===== src/rtl/jtaguart_pkg.sv =====
// Shared types and constants for the JTAG UART transmit path.
package jtaguart_pkg;

    localparam int unsigned BYTE_W = 8;
    localparam int unsigned JTAGUART_TX_DEPTH_LOG2_DEFAULT = 4;

    typedef logic [BYTE_W-1:0] byte_t;

endpackage


===== src/rtl/jtaguart_fifo_ram.sv =====
// Byte storage for the tx FIFO: one synchronous write port, one asynchronous read port.
module jtaguart_fifo_ram
    import jtaguart_pkg::*;
#(
    parameter int unsigned ADDR_W = JTAGUART_TX_DEPTH_LOG2_DEFAULT
) (
    input  logic              clock,
    input  logic              wr_en,
    input  logic [ADDR_W-1:0] wr_addr,
    input  byte_t             wr_data,
    input  logic [ADDR_W-1:0] rd_addr,
    output byte_t             rd_data
);

    localparam int unsigned DEPTH = 2 ** ADDR_W;

    byte_t r_mem [DEPTH];

    always_ff @(posedge clock) begin
        if (wr_en) begin
            r_mem[wr_addr] <= wr_data;
        end
    end

    assign rd_data = r_mem[rd_addr];

endmodule


===== src/rtl/jtaguart_tx_fifo.sv =====
// Byte FIFO between a producer and the JTAG UART tx port, with ready/valid on both sides.
// Optional counters (tx_bytes, stall_cycles) appear when JTAGUART_TX_STATS_EN is defined.
module jtaguart_tx_fifo
    import jtaguart_pkg::*;
#(
    parameter int unsigned DEPTH_LOG2 = JTAGUART_TX_DEPTH_LOG2_DEFAULT
) (
    input  logic                clock,
    input  logic                reset,
    input  logic                flush,
    input  logic                in_valid,
    output logic                in_ready,
    input  byte_t               in_data,
    output logic                out_valid,
    input  logic                out_ready,
    output byte_t               out_data,
    output logic [DEPTH_LOG2:0] level
`ifdef JTAGUART_TX_STATS_EN
    ,
    output logic [31:0]         tx_bytes,
    output logic [31:0]         stall_cycles
`endif
);

    localparam int unsigned DEPTH   = 2 ** DEPTH_LOG2;
    localparam int unsigned LEVEL_W = DEPTH_LOG2 + 1;
    localparam int unsigned PTR_W   = DEPTH_LOG2;

    logic [PTR_W-1:0]   r_wr_ptr;
    logic [PTR_W-1:0]   r_rd_ptr;
    logic [LEVEL_W-1:0] r_level;
    logic [LEVEL_W-1:0] w_level_nxt;
    logic               w_full;
    logic               w_empty;
    logic               w_push;
    logic               w_pop;

    // Handshake flags come only from registered state (plus reset gating on in_ready).
    assign w_full    = (r_level == LEVEL_W'(DEPTH));
    assign w_empty   = (r_level == LEVEL_W'(0));
    assign in_ready  = !reset && !w_full;
    assign out_valid = !w_empty;
    assign level     = r_level;

    // A flush discards any same-cycle push, so storage is not written then.
    assign w_push = in_valid && in_ready && !flush;
    assign w_pop  = out_valid && out_ready;

    always_comb begin
        w_level_nxt = r_level;
        case ({w_push, w_pop})
            2'b10:   w_level_nxt = r_level + LEVEL_W'(1);
            2'b01:   w_level_nxt = r_level - LEVEL_W'(1);
            default: w_level_nxt = r_level;
        endcase
    end

    always_ff @(posedge clock) begin
        if (reset || flush) begin
            r_wr_ptr <= '0;
            r_rd_ptr <= '0;
            r_level  <= '0;
        end else begin
            if (w_push) begin
                r_wr_ptr <= r_wr_ptr + PTR_W'(1);
            end
            if (w_pop) begin
                r_rd_ptr <= r_rd_ptr + PTR_W'(1);
            end
            r_level <= w_level_nxt;
        end
    end

    jtaguart_fifo_ram #(
        .ADDR_W (PTR_W)
    ) u_ram (
        .clock   (clock),
        .wr_en   (w_push),
        .wr_addr (r_wr_ptr),
        .wr_data (in_data),
        .rd_addr (r_rd_ptr),
        .rd_data (out_data)
    );

`ifdef JTAGUART_TX_STATS_EN
    logic [31:0] r_tx_bytes;
    logic [31:0] r_stall_cycles;

    // tx_bytes wraps; stall_cycles saturates. Neither is cleared by flush.
    always_ff @(posedge clock) begin
        if (reset) begin
            r_tx_bytes     <= '0;
            r_stall_cycles <= '0;
        end else begin
            if (w_pop) begin
                r_tx_bytes <= r_tx_bytes + 32'd1;
            end
            if (out_valid && !out_ready && (r_stall_cycles != 32'hFFFF_FFFF)) begin
                r_stall_cycles <= r_stall_cycles + 32'd1;
            end
        end
    end

    assign tx_bytes     = r_tx_bytes;
    assign stall_cycles = r_stall_cycles;
`endif

endmodule


===== config.mk =====
export PLATFORM = sky130hd
export DESIGN_NAME = jtaguart_tx_fifo
export DESIGN_NICKNAME = d
export VERILOG_FILES = /design/src/rtl/jtaguart_pkg.sv /design/src/rtl/jtaguart_fifo_ram.sv /design/src/rtl/jtaguart_tx_fifo.sv
export SDC_FILE = /design/constraint.sdc
export NUM_CORES = 1
export LEC_CHECK = 0
export CORE_UTILIZATION = 45
export DETAILED_ROUTE_END_ITERATION = 6
export SYNTH_ARGS = -nofsm -noshare
export SYNTH_HDL_FRONTEND = slang
export SYNTH_SLANG_ARGS = --single-unit

===== constraint.sdc =====
create_clock -name clock -period 6.63 [get_ports clock]
set_input_delay 0.663 -clock clock [delete_from_list [all_inputs] [get_ports clock]]
set_output_delay 0.663 -clock clock [all_outputs]
set_load 0.02 [all_outputs]

==> flow_summary.ini, run 1 <==
[worst_setup_path]
critPathMaxFanout = 21
critPathArrivalTime_ns = 3.08
worstSetupEndpointType = output port
critPathMaxStageDelay_ns = 0.63
crit_path_top_delay_cell = dfxtp_2
timing.critical_path.buf_inv = 2
required_ns = 5.97
cp_top_family = buffers and inverters
worstSetupPathType = reg2out
path_cells = buf_4, mux4_2, a22oi_1, nand2_1, clkdlybuf4s50_1
worstSetupStartpointType = flop

[timing]
rsz0062_at_grt = false
period_share = 0.565
min_period_ns = 3.75
report.final.slew_viol_count = 0
setup_viol = 0
setup_tns_ns = 0
hold_ws_ns = 0.527
setup_ws_ns = 2.88
fmax_mhz = 267
finClkSkew_ns = 0.00666
tightest_slew_ns = 1.23
slew_headroom = 0.173
report.final.hold_viol_count = 0

[clock_tree]
clk_latency_ns = 0.41
cts-root-buf = clkbuf_16
numCtsBuffers = 17
clock-sinks = 145
clk_path_buf_depth = 2
clkTransAtPathRegs_ns = 0.05
cts_setup_buffers = 0
htreeDepth = 4
ctsHoldBuffers = 0
cts_resized = 0
cts_tree = yes

[power_and_ir_drop]
p_leak_uw = 0.00224
power_density_nw_per_um2 = 290
peakVddDrop_uv = 130
total_power_uw = 2010

[floorplanning]
start_util = 0.463
core-area_sq_um = 12700
die_y_um = 116
dieArea_sq_um = 13500
dieWidth_um = 116
rows = 41
io_pins = 28

[yosys]
synth_simple_gate_area_frac = 0.0644
synth_edf_count = 128
synth_top_family_by_area = multiplexers
synthTopCellsByArea = edfxtp_1 (66%), mux4_2 (12%), dfxtp_1 (5.8%)
ys_types = 43
synth.largest_area_cell = edfxtp_1
synthArstFlopShare = 0
ys_ff_latch = 145
synthAdderAreaFrac = 0.0192
muxShareOfSynthArea = 0.128
synth_common_cells = edfxtp_1 (128), mux4_2 (32), nor2_1 (24)
synth_ff_type = edfxtp_1
yosys.area.top_type_share = 0.655
syn-num-nets = 348
synth_xor_area_frac = 0.0104
netlist_instances = 326
yosysMostFrequentCell = edfxtp_1
syn_area_sq_um = 5870
synth_compound_area_frac = 0.0450
ys_warn_count = 0
synth_seq_area_share = 0.713
avgSynthCellArea_sq_um = 18.0

[layout]
fillers = 1008
nNetsFinal = 379
multi_input_area_sq_um = 1570
syn_to_final_growth_pct = 17.7
layout-drive-gt1-share = 0.200
antennaDiodeCount = 0
seq_area_sq_um = 4190

[route]
vias_per_cell = 5.47
wl_met2_um = 5460
firstDrtPassIters = 7
m1WireLength_um = 5180
route.met3.wl_um = 501
ant_nets = 0
vias = 2967
totalWireLength_um = 11300
drc = 0
highest_layer = met4
dr.first_iter.drc_count = 205
wl_per_cell_um = 20.9

[place]
hpwl_um = 7160
gp_congestion = 0.738
pre_cts_ws_ns = 3.06
port_buffers = 27

[grt]
grt_max_degree = 33
globalRoute.totalOverflow = 0
grt_pass1_vias = 2984
antenna_found_initial = 0
track_usage = 0.188
grt_pass1_wl_um = 17500

[run_status]
status = completed

[run]
maxCapViolations = 0

[min_path]
min_path_type = reg2reg
-- where the power goes --
part           switching (uW)  internal, uW  leakage (uW)  total (uW)
Combinational            32.2          21.1      0.000642        53.4
Clock                     346           608      0.000311         954
Sequential               2.70           996       0.00129         999
-- area by class of cell --
class / instances / share of cell area
clock buffers: 27 / 0.0851
multi-input cells: 156 / 0.227
repair buffers: 31 / 0.0435
clock inverters: 5 / 0.00417
well taps: 172 / 0.0312
inverters: 6 / 0.00326
flip-flops and latches: 145 / 0.606
-- cells by family after synthesis --
group	after synthesis
XOR/XNOR	7
buffers and inverters	25
AND/OR/NAND/NOR	71
flip-flops	145
AO/OA/AOI/OAI	34
adder cells (fa/ha/maj)	9
multiplexers	35
-- metrics by stage --
step | area [sq um] | instances | utilization
2_1_floorplan | 5870 | 326 | -
3_3_place_gp | 6280 | 509 | 0.496
3_5_place_dp | 6280 | 509 | 0.496
4_1_cts | 6900 | 541 | 0.544
5_1_grt | 6910 | 542 | 0.545
6_report | 6910 | 542 | 0.545
-- per-layer routing --
metal | vias to the layer above | track usage
met5 | - | 0
met1 | 1511 | 0.267
met2 | 82 | 0.281
li1 | 1360 | -
met3 | 14 | 0.0529
met4 | 0 | 0.0650
-- worst min-delay path, cell delays in order (launching register included) --
cell      delay (ns)
dfxtp_1         0.31
o211ai_1        0.07
nand2_1         0.08
-- cells in the final DEF, fill, tap and decap left out, types with 2 or more instances in the layout --
master,n
a211oi_1,2
a21oi_1,5
a22oi_1,16
buf_4,3
clkbuf_1,2
clkbuf_16,21
clkbuf_8,4
clkdlybuf4s50_1,27
clkinv_2,2
dfxtp_1,16
edfxtp_1,128
ha_1,9
inv_1,6
inv_4,3
mux2i_1,3
mux4_2,32
nand2_1,15
nand2b_1,4
nand3_1,5
nand4_1,2
nand4b_1,2
nor2_1,24
nor2b_1,2
nor3_1,4
nor3b_1,2
o211ai_1,2
o21ai_0,2
or4_1,3
xnor2_1,3
xor2_1,4
-- sequential cells by signal, summed over array words and instances, names as in the netlist, named ones only --
name and cells:
r_rd_ptr 4, r_wr_ptr 4, u_ram.r_mem 128, level 5
-- path summary, 6_finish.rpt --
check                            startpoint          end  slack, ns  depth (start not counted)
worst min register to register  r_rd_ptr[3]  r_rd_ptr[3]       0.53                          2
worst min-delay path            r_rd_ptr[3]  r_rd_ptr[3]       0.53                          2
worst max register to register     level[0]     level[4]       3.76                         10
worst max-delay path                   flop  out_data[0]       2.88                          5
Note: power is estimated with default switching activity, not from simulation.
==> inputs of run 2 (changes only) <==
==> constraint.sdc (replaced) <==
create_clock -name clock -period 3.65 [get_ports clock]
set_input_delay 0.365 -clock clock [delete_from_list [all_inputs] [get_ports clock]]
set_output_delay 0.365 -clock clock [all_outputs]
set_load 0.02 [all_outputs]
==> flow_summary.ini, run 2 (synthesis gave the netlist of run 1 again) <==
[run_status]
status = completed

[grt]
antenna_found_initial = 0
top_usage_layer = met2
grtUsageMet2 = 0.308
grt_max_degree = 33
use_met3 = 0.0451
track_usage = 0.194
grt_pass1_wl_um = 18200
globalRoute.totalOverflow = 0
use_met1 = 0.263
grt_pass1_vias = 3172

[power_and_ir_drop]
pwr-share-comb = 0.026
power_density_nw_per_um2 = 523
p_sw_frac = 0.189
p_int_uw = 2980
peakVddDrop_uv = 401
p_leak_uw = 0.00231
p_seq_frac = 0.494
clock_power_share = 0.479
p_switching_uw = 692

[run]
maxCapViolations = 0

[clock_tree]
ctsHoldBuffers = 0
clk_path_buf_depth = 2
cts_resized = 0
clk_latency_ns = 0.41
htreeDepth = 4
clock-sinks = 145
numCtsBuffers = 17
cts-root-buf = clkbuf_16
clkTransAtPathRegs_ns = 0.05
cts_setup_buffers = 0
cts_tree = yes

[worst_setup_path]
critPathArrivalTime_ns = 2.82
rrSetupSlack_ns = 0.80
timing.critical_path.buf_inv = 2
required_ns = 3.28
path_depth = 5
reg2reg_from = level[1]
worstSetupEndpointType = output port
critPathMaxStageDelay_ns = 0.65
cp_top_family = buffers and inverters
critPathMaxFanout = 16
crit_path_top_delay_cell = dfxtp_2
crit-reg2reg-capture = level[4]
r2r_cells = 10
worstSetupPathType = reg2out
worstSetupStartpointType = flop
path_cells = buf_12, mux4_2, a22oi_1, nand2_1, clkdlybuf4s50_1

[layout]
antennaDiodeCount = 0
syn_to_final_growth_pct = 19.7
nNetsFinal = 395
layout-drive-gt1-share = 0.231
largest_reg_flops = 128
final_cell_mix = edfxtp_1 (128), mux4_2 (32), clkdlybuf4s50_1 (27)
instances_no_fill = 557
final_common_cell = edfxtp_1
fillers = 993
largest_register = u_ram.r_mem

[floorplanning]
start_util = 0.463
core-area_sq_um = 12700
dieArea_sq_um = 13500
dieWidth_um = 116
rows = 41
io_pins = 28
die_y_um = 116

[place]
gp_congestion = 0.765
place_inst = 526
port_buffers = 27
hpwl_um = 7120

[timing]
report.final.slew_viol_count = 0
report.final.hold_viol_count = 0
period_share = 0.873
setup_viol = 0
slew_headroom = 0.516
finClkSkew_ns = 0.00723
setup_tns_ns = 0
min_period_ns = 3.19
fmax_mhz = 314
rsz0062_at_grt = false
tightest_slew_ns = 0.724

[min_path]
holdPathStages = 2
worstHoldStart = r_rd_ptr[3]
hold_path_end = r_rd_ptr[3]
min_path_type = reg2reg

[route]
dr.first_iter.drc_count = 224
vias_per_cell = 5.47
drc = 0
wl_per_cell_um = 20.6
totalWireLength_um = 11500
firstDrtPassIters = 6
ant_nets = 0
vias = 3045
## run 2: cell count changes in the layout (fill, tap and decap cells not counted), sizes merged
cell,previous run,this run
buf,3,20
clkbuf,28,18
clkinvlp,0,2
clkinv,2,7
bufinv,0,4
inv,9,6
## run 2: how the worst max path moves through the flow
stage                        to     start  slack, ns
floorplan              level[4]  level[1]       0.84
global placement       level[4]     reset       0.60
detailed placement     level[4]     reset       0.54
CTS                 out_data[0]      flop       0.40
global route        out_data[0]      flop       0.30
finish              out_data[7]      flop       0.46
## run 2: area by class of cell
cell class,instances,area [sq um],share of cell area
flip-flops and latches,145,4190,0.596
multi-input cells,156,1570,0.223
repair buffers,47,433,0.0617
clock buffers,18,429,0.0611
well taps,172,215,0.0307
clock inverters,13,169,0.0241
inverters,6,22.5,0.00321
## run 2: per-layer routing
metal  wire length, um  part of all wire
met4               134             0.012
met3               610             0.053
met5                 0                 0
met2              5680              0.49
met1              5070              0.44
## run 2: worst min-delay path, cell delays in order (launching register included)
cell and delay (ns):
dfxtp_1 0.31, o211ai_1 0.07, nand2_1 0.07
## run 2: power groups by stage
stage               logic, uW  registers, uW  clock network (uW)
floorplan                44.0           1850                   0
global placement         96.4           1850                   0
detailed placement       98.4           1850                   0
CTS                      99.0           1810                1780
global route              107           1810                1860
finish                   97.2           1810                1760
## run 2: through the flow
stage           util  total power (uW)  hold WS, ns  cell area [sq um]  worst slack, ns
4_1_cts        0.554              3700        0.502               7020            0.399
6_report       0.554              3670        0.498               7020            0.463
3_3_place_gp   0.507              1950        0.487               6420            0.597
3_5_place_dp   0.507              1950        0.489               6420            0.540
2_1_floorplan      -              1890        0.459               5870            0.836
5_1_grt        0.554              3780        0.529               7020            0.302
